### config.mk
export PLATFORM = sky130hd
export DESIGN_NAME = score_counter_flat
export DESIGN_NICKNAME = d
export VERILOG_FILES = /design/src/rtl/score_counter_if.sv /design/src/rtl/score_counter.sv /design/src/flat_wrapper.sv
export SDC_FILE = /design/constraint.sdc
export NUM_CORES = 1
export LEC_CHECK = 0
export ABC_AREA = 1
export CORE_MARGIN = 4
export CORE_UTILIZATION = 32
export DETAILED_ROUTE_END_ITERATION = 16
export GPL_ROUTABILITY_DRIVEN = 1
export HOLD_SLACK_MARGIN = 0.03
export PLACE_DENSITY = 0.52
export SLEW_MARGIN = 0
export SYNTH_ARGS = -nofsm -noshare
export SYNTH_HDL_FRONTEND = slang
export SYNTH_SLANG_ARGS = --single-unit
### constraint.sdc
create_clock -name clock -period 3.7 [get_ports clock]
set_input_delay 1.11 -clock clock [delete_from_list [all_inputs] [get_ports clock]]
set_output_delay 1.11 -clock clock [all_outputs]
set_load 0.03 [all_outputs]
### src/rtl/score_counter_if.sv
// score_counter_if: goal/new_game inputs and Scoreboard-facing outputs of score_counter
//
// Signals:
//   goal       level from ball logic, high while the ball is in this player's goal zone
//   new_game   single-cycle pulse that clears the score and game_over
//   binary     current score, connects to Scoreboard.binary
//   update     single-cycle strobe, connects to Scoreboard.update
//   game_over  high while binary equals the winning score
//
// Modports: master drives goal/new_game (ball logic or bench), slave is score_counter.
interface score_counter_if #(
    parameter int SCORE_WIDTH = 8
);
    logic                   goal;
    logic                   new_game;
    logic [SCORE_WIDTH-1:0] binary;
    logic                   update;
    logic                   game_over;

    modport master (output goal, new_game, input binary, update, game_over);
    modport slave  (input goal, new_game, output binary, update, game_over);
endinterface

### src/rtl/score_counter.sv
// score_counter: per-player goal counter feeding Scoreboard with paced update strobes
//
// Ports:
//   clock    system clock, all logic on the rising edge
//   reset_n  asynchronous active-low reset
//   sc       score_counter_if.slave: goal, new_game in; binary, update, game_over out
//
// Build option GOAL_SYNC_EN: when defined, goal passes through a two-flop
// synchronizer before edge detection (goal-to-binary 3 edges, goal-to-update 4).
// Left undefined, goal must come from logic on the same clock.
module score_counter #(
    parameter int SCORE_WIDTH = 8,
    parameter int WIN_SCORE   = 11,
    parameter int HOLDOFF     = 16
) (
    input logic            clock,
    input logic            reset_n,
    score_counter_if.slave sc
);
    localparam int CW = (HOLDOFF > 1) ? $clog2(HOLDOFF) : 1;
    localparam logic [1:0] IDLE  = 2'd0;
    localparam logic [1:0] PULSE = 2'd1;
    localparam logic [1:0] GAP   = 2'd2;

    logic                   goal_s;
    logic                   goal_d;
    logic                   rise;
    logic                   score_event;
    logic                   take;
    logic [SCORE_WIDTH-1:0] next_score;
    logic [1:0]             state;
    logic [1:0]             state_nxt;
    logic [CW-1:0]          gap_cnt;
    logic                   pending;

`ifdef GOAL_SYNC_EN
    logic [1:0] goal_sync;
    always_ff @(posedge clock or negedge reset_n) begin
        if (!reset_n) goal_sync <= '0;
        else goal_sync <= {goal_sync[0], sc.goal};
    end
    assign goal_s = goal_sync[1];
`else
    assign goal_s = sc.goal;
`endif

    assign rise        = goal_s & ~goal_d;
    assign next_score  = sc.binary + SCORE_WIDTH'(1);
    // new_game also needs a display refresh, so it counts as an event
    assign score_event = sc.new_game | (rise & ~sc.game_over);

    always_ff @(posedge clock or negedge reset_n) begin
        if (!reset_n) begin
            goal_d       <= 1'b0;
            sc.binary    <= '0;
            sc.game_over <= 1'b0;
        end else begin
            goal_d <= goal_s;
            if (sc.new_game) begin
                sc.binary    <= '0;
                sc.game_over <= 1'b0;
            end else if (rise && !sc.game_over) begin
                sc.binary    <= next_score;
                sc.game_over <= next_score == SCORE_WIDTH'(WIN_SCORE);
            end
        end
    end

    // A pulse may only start from IDLE or once the holdoff gap has fully elapsed
    always_comb begin
        state_nxt = (state == IDLE)                     ? (pending ? PULSE : IDLE) :
                    (state == PULSE)                    ? GAP :
                    (state == GAP && gap_cnt != '0)     ? GAP :
                    (state == GAP)                      ? (pending ? PULSE : IDLE) :
                                                          IDLE;
    end

    assign take = state_nxt == PULSE;

    always_ff @(posedge clock or negedge reset_n) begin
        if (!reset_n) begin
            state     <= IDLE;
            gap_cnt   <= '0;
            pending   <= 1'b1;
            sc.update <= 1'b0;
        end else begin
            state     <= state_nxt;
            sc.update <= take;
            // an event on the same edge as a pulse launch must survive for the next pulse
            pending   <= score_event | (pending & ~take);
            if (state == PULSE) gap_cnt <= CW'(HOLDOFF - 1);
            else if (state == GAP && gap_cnt != '0) gap_cnt <= gap_cnt - CW'(1);
        end
    end
endmodule
### src/flat_wrapper.sv
// flat-port wrapper written by rule: the top's interface ports become plain ports
module score_counter_flat 
#(
    parameter int SCORE_WIDTH = 8,
    parameter int WIN_SCORE   = 11,
    parameter int HOLDOFF     = 16
)
  (clock, reset_n, sc_goal, sc_new_game, sc_binary, sc_update, sc_game_over);
  score_counter_if #(.SCORE_WIDTH(SCORE_WIDTH)) sc_i ();
  input logic clock;
  input logic reset_n;
  input wire logic [$bits(sc_i.goal)-1:0] sc_goal;
  input wire logic [$bits(sc_i.new_game)-1:0] sc_new_game;
  output wire logic [$bits(sc_i.binary)-1:0] sc_binary;
  output wire logic [$bits(sc_i.update)-1:0] sc_update;
  output wire logic [$bits(sc_i.game_over)-1:0] sc_game_over;
  assign sc_i.goal = sc_goal;
  assign sc_i.new_game = sc_new_game;
  assign sc_binary = sc_i.binary;
  assign sc_update = sc_i.update;
  assign sc_game_over = sc_i.game_over;
  score_counter #(.SCORE_WIDTH(SCORE_WIDTH), .WIN_SCORE(WIN_SCORE), .HOLDOFF(HOLDOFF)) u_core (.clock(clock), .reset_n(reset_n), .sc(sc_i));
endmodule
After elaboration in Yosys (flattened, before gate mapping)
Index checks and enable logic that the tools add are counted.
- $lt $le $gt $ge: 0
- eq/ne operators: 4
- reduce and logical (&&, ||, !) cells: 7
- divide/modulo/power cells: 0
- $mul: 0
- bitwise operators: 8
- shift operators: 0
- $add $sub $neg: 2
- mux-type cells: 11
- operators with widths (operator ; count):
    2-to-1 mux 8 bit ; 2
    adder 8 x 1 -> 8 bit (second input constant) ; 1
    equality test 8 x 4 -> 1 bit (second input constant) ; 1
    2-to-1 mux 2 bit ; 4
    2-to-1 mux 4 bit ; 2
    equality test 2 x 1 -> 1 bit (second input constant) ; 2
    nonzero test 2 bit ; 2
    nonzero test 4 bit ; 1
    subtractor 4 x 1 -> 4 bit (second input constant) ; 1
    AND 1 bit ; 3
    2-to-1 mux 1 bit ; 3
    inverter 1 bit ; 3
    equality test 2 bit (second input constant) ; 1
    logical AND 1 bit ; 2
    zero test 2 bit ; 1
    OR 1 bit ; 2
    zero test 1 bit ; 1
- bits of input ports: 4
- register bits: 18
- memory bits (read-only): 0
- RAM bits: 0
- latch bits: 0
- output and inout bits: 10
- memories kept: 0
- word-level logic and storage cells: 39

Logic depth before layout (Yosys ltp)
Gate-level depths: netlist of run 1.
- depth after elaboration: 9
- mapped depth: 9
- depth with buffers taken out: 9

Worst setup path after synthesis of run 1
OpenSTA, ideal clock, no wires.
- kind: input to register
- start: in sc_goal
- end: reg u_core.sc.game_over
- data required time: 3.635 ns
- setup time: 0.065 ns
- buffers on the path: 0
- arrival time: 1.667 ns
- setup slack: 1.968 ns
- stages on the path: 6
- cell sequence: nand3_1 nor2_4 nand2_1 nor2_1 nand3_1 nand2_1
- word-level cells in the longest chain between the ends: 3
- ends and longest elaborated chain (element ; RTL line ; text):
    from (decl) ; flat_wrapper.sv:12 ; input wire logic [$bits(sc_i.goal)-1:0] sc_goal;
    AND 1 bit ; score_counter.sv:47 ; assign rise = goal_s & ~goal_d;
    logical AND 1 bit ; score_counter.sv:62 ; end else if (rise && !sc.game_over) begin
    nonzero test 2 bit (no source line) ; -- ;
    to (signal assigned) ; score_counter.sv:64 ; sc.game_over <= next_score == SCORE_WIDTH'(WIN_SCORE);
    to (decl) ; score_counter_if.sv:21 ; modport slave (input goal, new_game, output binary, update, game_over);
Every way passes these cells.
A chain may end at the register's enable or synchronous reset.

Worst setup path in the final report of run 1
- start: reg u_core.sc.binary[1]
- end: out sc_binary[1]
- RTL lines (element ; RTL line ; text):
    from (decl) ; score_counter_if.sv:21 ;
    from (signal assigned) ; score_counter.sv:63 ; sc.binary <= next_score;
    to (decl) ; flat_wrapper.sv:14 ; output wire logic [$bits(sc_i.binary)-1:0] sc_binary;
No word-level cell between the ends.

==> results.toml, run 1 <==
[outcome]
status = "finished clean"

[floorplanning]
initial_core_util_pct = 33.7
rows = 19
die_y_um = 62.1
die-area_sq_mm = 0.00386
die_w_um = 62.1
io_pins = 14
core_sq_mm = 0.00278

[worst_setup_path]
crit_type = "flip-flop to output pin"
cp_slowest_stage_delay_ns = 0.71
crit_buf_inv = 1
start_kind = "flip-flop"
arrival_ns = 1.46
required_ns = 2.59
path_cells = "clkdlybuf4s50_1"
crit_family = "buffers and inverters"
crit_fanout = 6
crit_path_top_delay_cell = "clkdlybuf4s50_1"
r2r_slack_ns = 2.33
endpoint_kind = "output pin"

[finish]
area_growth_pct = 20.8
fin_nets = 143
diodes = 0
final_area_sq_mm = 0.00113
final_util_pct = 40.7
layout-drive-gt1-share_pct = 8.89

[clocking]
path_clk_slew_ns = 0.10
cts.repair.resized = 0
clock_sinks = 18
cts_made_buffers = 3
clock_latency_ns = 0.29
clockRootBuffer = "clkbuf_4"
h-tree-depth = 1
cts_tree = "built"
post_cts_hold_buffer_count = 0
post_cts_buffers = 0
ctsLongestPathBuffers = 2

[route]
drc_errors = 0
avgViaCountPerCell = 4.59
top_layer_used = "met4"
wl_met3_um = 65
ant_nets = 0
first_iter_violations = 52
wire_per_inst_um = 10.8
firstDrtPassIters = 4
wl_um = 1790
vias = 762
m1WireLength_um = 847
route.met2.wl_um = 862

[global_route]
grt_overflow = 0
grt_pass1_wl_um = 3280
first_global_vias = 772
antenna_found_initial = 0
grt_start_max_net_pins = 19
globalRouteTotalUtil_pct = 10.2

[power]
pwr-share-clk_pct = 18.7
power.switching_w = 0.000197
peakVddDrop_mv = 0.381
power.share.sequential_pct = 48.6
p_comb_share_pct = 32.7
static-leakage-power_nw = 0.534
powerDensity_mw_per_mm2 = 482
intPower_w = 0.000350
swShare_pct = 36.0

[synthesis]
netlist.top_cell.by_area = "dfrtp_1"
ys_ff_latch = 18
synthTopCellsByArea = "dfrtp_1 45%, nand2_1 12%, inv_1 9.2%"
ys_warn_count = 0
synth_cells = 118
synth_nets = 125
synth-edff-count = 0
syn_area_per_cell_sq_um = 7.94
synth_cell_type_count = 21
synth-async-reset-ratio_pct = 100
syn_area_sq_um = 937
yosysTopAreaCellShare_pct = 45.4
synth_flop_cell = "dfrtp_1"
yosysSeqAreaShare_pct = 48.2

[sta]
fin_crit_sh_pct = 69.5
fmax_ghz = 0.389
slew_headroom_pct = 44.7
setup_viol_count_final = 0
worst_pin_slew_ns = 0.827
finalHoldViolations = 0
finalMaxSlewViolations = 0
fin_skew_ns = 0.00783
min_period_ns = 2.57
setup_tns_ns = 0
rsz0062_at_grt = "no"

[placement]
gp_congestion = 0.797
hpwl_um = 1340
place_area_sq_mm = 0.00111
io_buffers = 13

[flow_run]
cap_violations = 0

[min_path]
hold_path.class = "flip-flop to flip-flop"
## registers in the layout, indices dropped and copies added (netlist names)
name / count
u_core.sc.binary: 8
u_core.gap_cnt: 4
u_core.state: 2
u_core.goal_d: 1
u_core.pending: 1
u_core.sc.game_over: 1
u_core.sc.update: 1
## placed cells by master, fill, tap and decap left out
cell	synthesis	final
nor2_4	2	2
clkbuf_1	0	1
clkdlybuf4s50_1	0	13
a31oi_2	1	1
o21bai_1	1	1
dfstp_2	1	1
xor2_1	1	1
o21ai_0	12	12
nand3_1	9	9
ha_1	3	3
inv_1	23	23
nor2_2	1	1
nand2_2	2	2
clkbuf_4	0	3
nor2_1	6	6
o21ai_1	2	2
a21oi_1	1	1
nand3_2	1	1
nand4_1	1	1
inv_2	1	1
o22ai_1	1	1
dfrtp_1	17	17
nand2_1	31	31
a31oi_1	1	1
## worst register-to-register path: stages, from the launching register on
cell	delay, ns
dfrtp_1	0.47
ha_1	0.23
nand2_1	0.08
inv_1	0.10
nand2_1	0.06
nand2_1	0.05
nand2_1	0.06
nor2_1	0.13
nand3_1	0.08
nand2_1	0.06
## per-layer routing
metal | track usage, % | vias up
met1 | 12.0 | 350
li1 | - | 401
met2 | 17.6 | 9
met4 | 2.71 | 0
met3 | 3.24 | 2
met5 | 0 | -
## cells by family after synthesis
kind of cell,after synthesis,synth area share (%)
fa+ha+maj,3,4.01
xor+xnor,1,0.935
simple gates,53,25.8
flops,18,48.2
buf+inv,24,9.61
compound gates,19,11.5
## through the flow
stage                     hold slack (ns)  setup slack (ns)  cells  total power [W]
after floorplan                     0.453              1.97    118         0.000402
after global placement              0.487              1.35    162         0.000447
final                               0.483              1.13    166         0.000546
after detailed placement            0.471              1.34    162         0.000450
after CTS                           0.493              1.09    166         0.000557
after global routing                0.515              1.03    166         0.000601
## final cells by class
class | count | area, sq um
Sequential cell | 18 | 452
Clock buffer | 4 | 26.3
Fill cell | 293 | 1650
Timing Repair Buffer | 13 | 130
Inverter | 24 | 90.1
Tap cell | 31 | 38.8
Multi-Input combinational cell | 76 | 395
## path summary, 6_finish.rpt
path,from,end,depth (start not counted)
max reg2reg,u_core.sc.binary[1],u_core.sc.game_over,9
max in group asynchronous,reset_n,u_core.gap_cnt[3],1
min in group asynchronous,reset_n,u_core.sc.binary[2],1
min,u_core.gap_cnt[0],u_core.gap_cnt[0],1
max,u_core.sc.binary[1],sc_binary[1],1
min reg2reg,u_core.gap_cnt[0],u_core.gap_cnt[0],1
## Yosys cell counts, drive strengths merged (2+ instances only)
master  count
ha          3
o21ai      14
inv        24
nand2      33
nand3      10
a31oi       2
dfrtp      17
nor2        9
## power groups by stage
stage	Combinational [W]	Clock, W	Sequential (W)
floorplan	0.000124	0	0.000278
global placement	0.000179	0	0.000269
detailed placement	0.000181	0	0.000269
CTS	0.000181	0.000110	0.000266
global route	0.000213	0.000117	0.000271
finish	0.000178	0.000102	0.000266
Note: power is estimated with default switching activity, not from simulation.
==> run 2: changes to the inputs <==
Settings changed: PLACE_DENSITY 0.52 to 0.54.
Clock period 3.7 ns to 2.2 ns, I/O delays scaled along.
==> results.toml, run 2 (synthesis gave the netlist of run 1 again) <==
[power]
power.switching_w = 0.000342
pwr-share-clk_pct = 21.7
powerDensity_mw_per_mm2 = 836
static-leakage-power_nw = 0.544
power.share.sequential_pct = 46.6
p_comb_share_pct = 31.8
intPower_w = 0.000619
peakVddDrop_mv = 0.634
swShare_pct = 35.6

[outcome]
status = "finished clean"

[min_path]
worstHoldPathCells = 2
min_to = "u_core.pending"
hold_path.class = "flip-flop to flip-flop"
min_from = "u_core.pending"

[worst_setup_path]
arrival_ns = 1.47
required_ns = 1.54
timing.rr.end = "u_core.gap_cnt[1]"
rr_startpoint = "u_core.gap_cnt[0]"
rr_worst_depth = 6
crit_buf_inv = 1
crit_family = "buffers and inverters"
crit_fanout = 6
r2r_slack_ns = 0.83
crit_type = "flip-flop to output pin"
crit_path_top_delay_cell = "clkdlybuf4s50_1"
start_kind = "flip-flop"
path_cells = "clkdlybuf4s50_1"
endpoint_kind = "output pin"
cp_slowest_stage_delay_ns = 0.71

[sta]
fin_skew_ns = 0.00766
worst_pin_slew_ns = 0.307
min_period_ns = 2.13
finalHoldViolations = 0
finalWorstSetupSlack_ns = 0.0658
slew_headroom_pct = 79.4
fmax_ghz = 0.469
setup_viol_count_final = 0
setup_tns_ns = 0
fin_crit_sh_pct = 97.0
finalMaxSlewViolations = 0
rsz0062_at_grt = "no"
hold_ws_ns = 0.489

[clocking]
cts_made_buffers = 3
path_clk_slew_ns = 0.11
clock_sinks = 18
post_cts_buffers = 0
clock_latency_ns = 0.30
post_cts_hold_buffer_count = 0
cts.repair.resized = 0
h-tree-depth = 1
ctsLongestPathBuffers = 2
clockRootBuffer = "clkbuf_4"
cts_tree = "built"

[finish]
largest_registers = "u_core.sc.binary (8), u_core.gap_cnt (4), u_core.state (2)"
final_cell_mix = "31 x nand2_1, 23 x inv_1, 17 x dfrtp_1"
layout_commonest_cell = "nand2_1"
top_register = "u_core.sc.binary"
layoutNonFillerInstCount = 167
fin_nets = 144
final_util_pct = 41.3
largest_register_ffs = 8
diodes = 0
layout-drive-gt1-share_pct = 10.3
area_growth_pct = 22.7

[route]
avgViaCountPerCell = 4.69
ant_nets = 0
vias = 784
first_iter_violations = 29
drc_errors = 0
route.met2.wl_um = 923
top_layer_used = "met4"
m1WireLength_um = 791
wl_met3_um = 82
firstDrtPassIters = 4
wl_um = 1810
wire_per_inst_um = 10.9

[placement]
placed_cells = 163
io_buffers = 13
gp_congestion = 0.782
hpwl_um = 1340
dpl_worst_slack_ns = 0.296

[floorplanning]
rows = 19
die_y_um = 62.1
die_w_um = 62.1
initial_core_util_pct = 33.7
core_sq_mm = 0.00278
io_pins = 14
die-area_sq_mm = 0.00386

[global_route]
antenna_found_initial = 0
grt_start_max_net_pins = 19
first_global_vias = 784
grt_pass1_wl_um = 3230
grt_overflow = 0
globalRouteTotalUtil_pct = 10.2

[flow_run]
cap_violations = 0
run 2: cell types whose count changed in the layout (fill, tap and decap cells not counted):
cell      change
clkbuf_8      +1
buf_4         +1
clkbuf_1      -1
run 2: layout make-up:
cell class | count | area, sq um
clock buffers | 4 | 36.3
fillers | 288 | 1630
inverters | 24 | 90.1
multi-input cells | 76 | 395
flip-flops and latches | 18 | 452
well taps | 31 | 38.8
repair buffers | 14 | 138
run 2: metrics by stage:
stage	cell area (sq um)	total power [W]
2_1_floorplan	937	0.000675
3_3_place_gp	1110	0.000753
3_5_place_dp	1110	0.000757
4_1_cts	1150	0.000976
5_1_grt	1150	0.00104
6_report	1150	0.000962
run 2: power by group through the flow:
stage                     logic (W)  registers (W)  clock network [W]
after floorplan            0.000209       0.000467                  0
after global placement     0.000300       0.000452                  0
after detailed placement   0.000305       0.000453                  0
after CTS                  0.000310       0.000448           0.000218
after global routing       0.000353       0.000456           0.000235
final                      0.000306       0.000448           0.000208
run 2: worst register-to-register path: cells and delay by family (launching register included):
kind / cells / cell delay, ns
buffers and inverters: 2 / 0.19
flip-flops: 1 / 0.38
AO/OA/AOI/OAI: 3 / 0.44
adder cells (fa/ha/maj): 1 / 0.24
run 2: routing by layer:
layer  global-route usage (%)  vias up
met4                     3.25        0
met5                        0        -
met2                     18.4        9
met3                     3.78        2
li1                         -      410
met1                     10.8      363
run 2: worst max-delay path by stage:
| stage | startpoint | endpoint | slack (ns) | cells past startpoint |
|---|---|---|---|---|
| after global routing | u_core.sc.binary[1] | sc_binary[1] | 0.008 | 1 |
| final | u_core.sc.binary[1] | sc_binary[1] | 0.07 | 1 |
| after global placement | sc_goal | u_core.sc.game_over | 0.30 | 7 |
| after detailed placement | sc_goal | u_core.sc.game_over | 0.30 | 7 |
| after floorplan | u_core.sc.binary[1] | u_core.sc.game_over | 0.80 | 8 |
| after CTS | u_core.sc.binary[1] | sc_binary[1] | 0.04 | 1 |
==> run 3: changes to the inputs <==
Settings changed: GPL_TIMING_DRIVEN set to 0.
==> results.toml, run 3 (synthesis gave the netlist of run 1 again) <==
[worst_setup_path]
crit_buf_inv = 1
crit_type = "flip-flop to output pin"
crit_path_top_delay_cell = "clkdlybuf4s50_1"
endpoint = "sc_binary[1]"
timing.rr.end = "u_core.gap_cnt[1]"
required_ns = 1.54
arrival_ns = 1.46
crit_fanout = 6
crit_start = "u_core.sc.binary[1]"
path_depth = 1
rr_startpoint = "u_core.gap_cnt[0]"
cp_slowest_stage_delay_ns = 0.71
rr_worst_depth = 6
crit_family = "buffers and inverters"
endpoint_kind = "output pin"
r2r_slack_ns = 0.85
start_kind = "flip-flop"
path_cells = "clkdlybuf4s50_1"

[finish]
layout_commonest_cell = "nand2_1"
final_util_pct = 40.8
layout-drive-gt1-share_pct = 8.89
diodes = 0
final_cell_mix = "31 x nand2_1, 23 x inv_1, 17 x dfrtp_1"
area_growth_pct = 21.1
layoutNonFillerInstCount = 166
top_register = "u_core.sc.binary"
final_area_sq_mm = 0.00113
fin_nets = 143
largest_registers = "u_core.sc.binary (8), u_core.gap_cnt (4), u_core.state (2)"
largest_register_ffs = 8

[floorplanning]
initial_core_util_pct = 33.7
core_sq_mm = 0.00278
die_y_um = 62.1
die_w_um = 62.1
rows = 19
io_pins = 14
die-area_sq_mm = 0.00386

[sta]
finalMaxSlewViolations = 0
fin_skew_ns = 0.0170
finalHoldViolations = 0
setup_tns_ns = 0
worst_pin_slew_ns = 0.835
fin_crit_sh_pct = 96.2
fmax_ghz = 0.472
min_period_ns = 2.12
setup_viol_count_final = 0
rsz0062_at_grt = "no"
slew_headroom_pct = 44.2

[clocking]
clock_sinks = 18
clock_latency_ns = 0.30
clockRootBuffer = "clkbuf_4"
post_cts_hold_buffer_count = 0
path_clk_slew_ns = 0.09
h-tree-depth = 1
ctsLongestPathBuffers = 2
cts_made_buffers = 3
post_cts_buffers = 0
cts_tree = "built"
cts.repair.resized = 0

[global_route]
grt_pass1_wl_um = 3240
grt_overflow = 0
globalRouteTotalUtil_pct = 10.2
grt_start_max_net_pins = 19
first_global_vias = 740
antenna_found_initial = 0

[placement]
hpwl_um = 1310
gp_congestion = 0.743
placed_cells = 162
io_buffers = 13
place_area_sq_mm = 0.00111

[route]
wl_um = 1740
firstDrtPassIters = 4
ant_nets = 0
first_iter_violations = 45
drc_errors = 0
wire_per_inst_um = 10.5
avgViaCountPerCell = 4.65
vias = 772

[min_path]
worstHoldPathCells = 2
hold_path.class = "flip-flop to flip-flop"

[flow_run]
cap_violations = 0

[power]
static-leakage-power_nw = 0.552
peakVddDrop_mv = 0.515
finalPower_w = 0.000921
powerDensity_mw_per_mm2 = 811

[outcome]
status = "finished clean"
-- run 3: cell count changes in the layout (fill, tap and decap cells not counted) --
cell | previous run | this run
clkbuf_8 | 1 | 0
clkdlybuf4s50_1 | 13 | 12
buf_4 | 1 | 0
clkbuf_1 | 0 | 1
dlymetal6s2s_1 | 0 | 1
-- run 3: worst min-delay path, cell delays in order (launching register included) --
cell     delay (ns)
dfstp_2        0.38
o21ai_0        0.06
nand2_1        0.05
-- run 3: how the worst min path moves through the flow --
stage	from	to
final	u_core.pending	u_core.pending
after global routing	u_core.pending	u_core.pending
after CTS	u_core.pending	u_core.pending
after detailed placement	u_core.pending	u_core.pending
after global placement	u_core.pending	u_core.pending
after floorplan	reset_n	u_core.gap_cnt[0]
-- run 3: report_power, final --
group,switching (W),internal [W]
Sequential,0.0000363,0.000409
Clock,0.000106,0.0000706
Combinational,0.000190,0.000108
Total,0.000333,0.000588
-- run 3: layout make-up --
cell class                 count  area, sq um
clock buffer                   4         26.3
fill                         286         1650
inverter                      24         90.1
multi-input combinational     76          395
sequential                    18          452
tap                           31         38.8
timing repair buffer          13          133
-- run 3: routing by layer --
layer / part of all wire (%) / track usage [%] / up-vias
met5: 0 / 0 / -
met4: 0.92 / 3.25 / 0
met3: 4.5 / 3.78 / 2
met2: 48 / 16.5 / 11
met1: 47 / 12.6 / 355
li1: - / - / 404
-- run 3: per-stage QoR --
| step | worst slack, ns | hold slack (ns) |
|---|---|---|
| floorplan | 0.799 | 0.364 |
| global placement | 0.297 | 0.461 |
| detailed placement | 0.291 | 0.474 |
| CTS | 0.0395 | 0.491 |
| global route | 0.0154 | 0.520 |
| finish | 0.0828 | 0.489 |
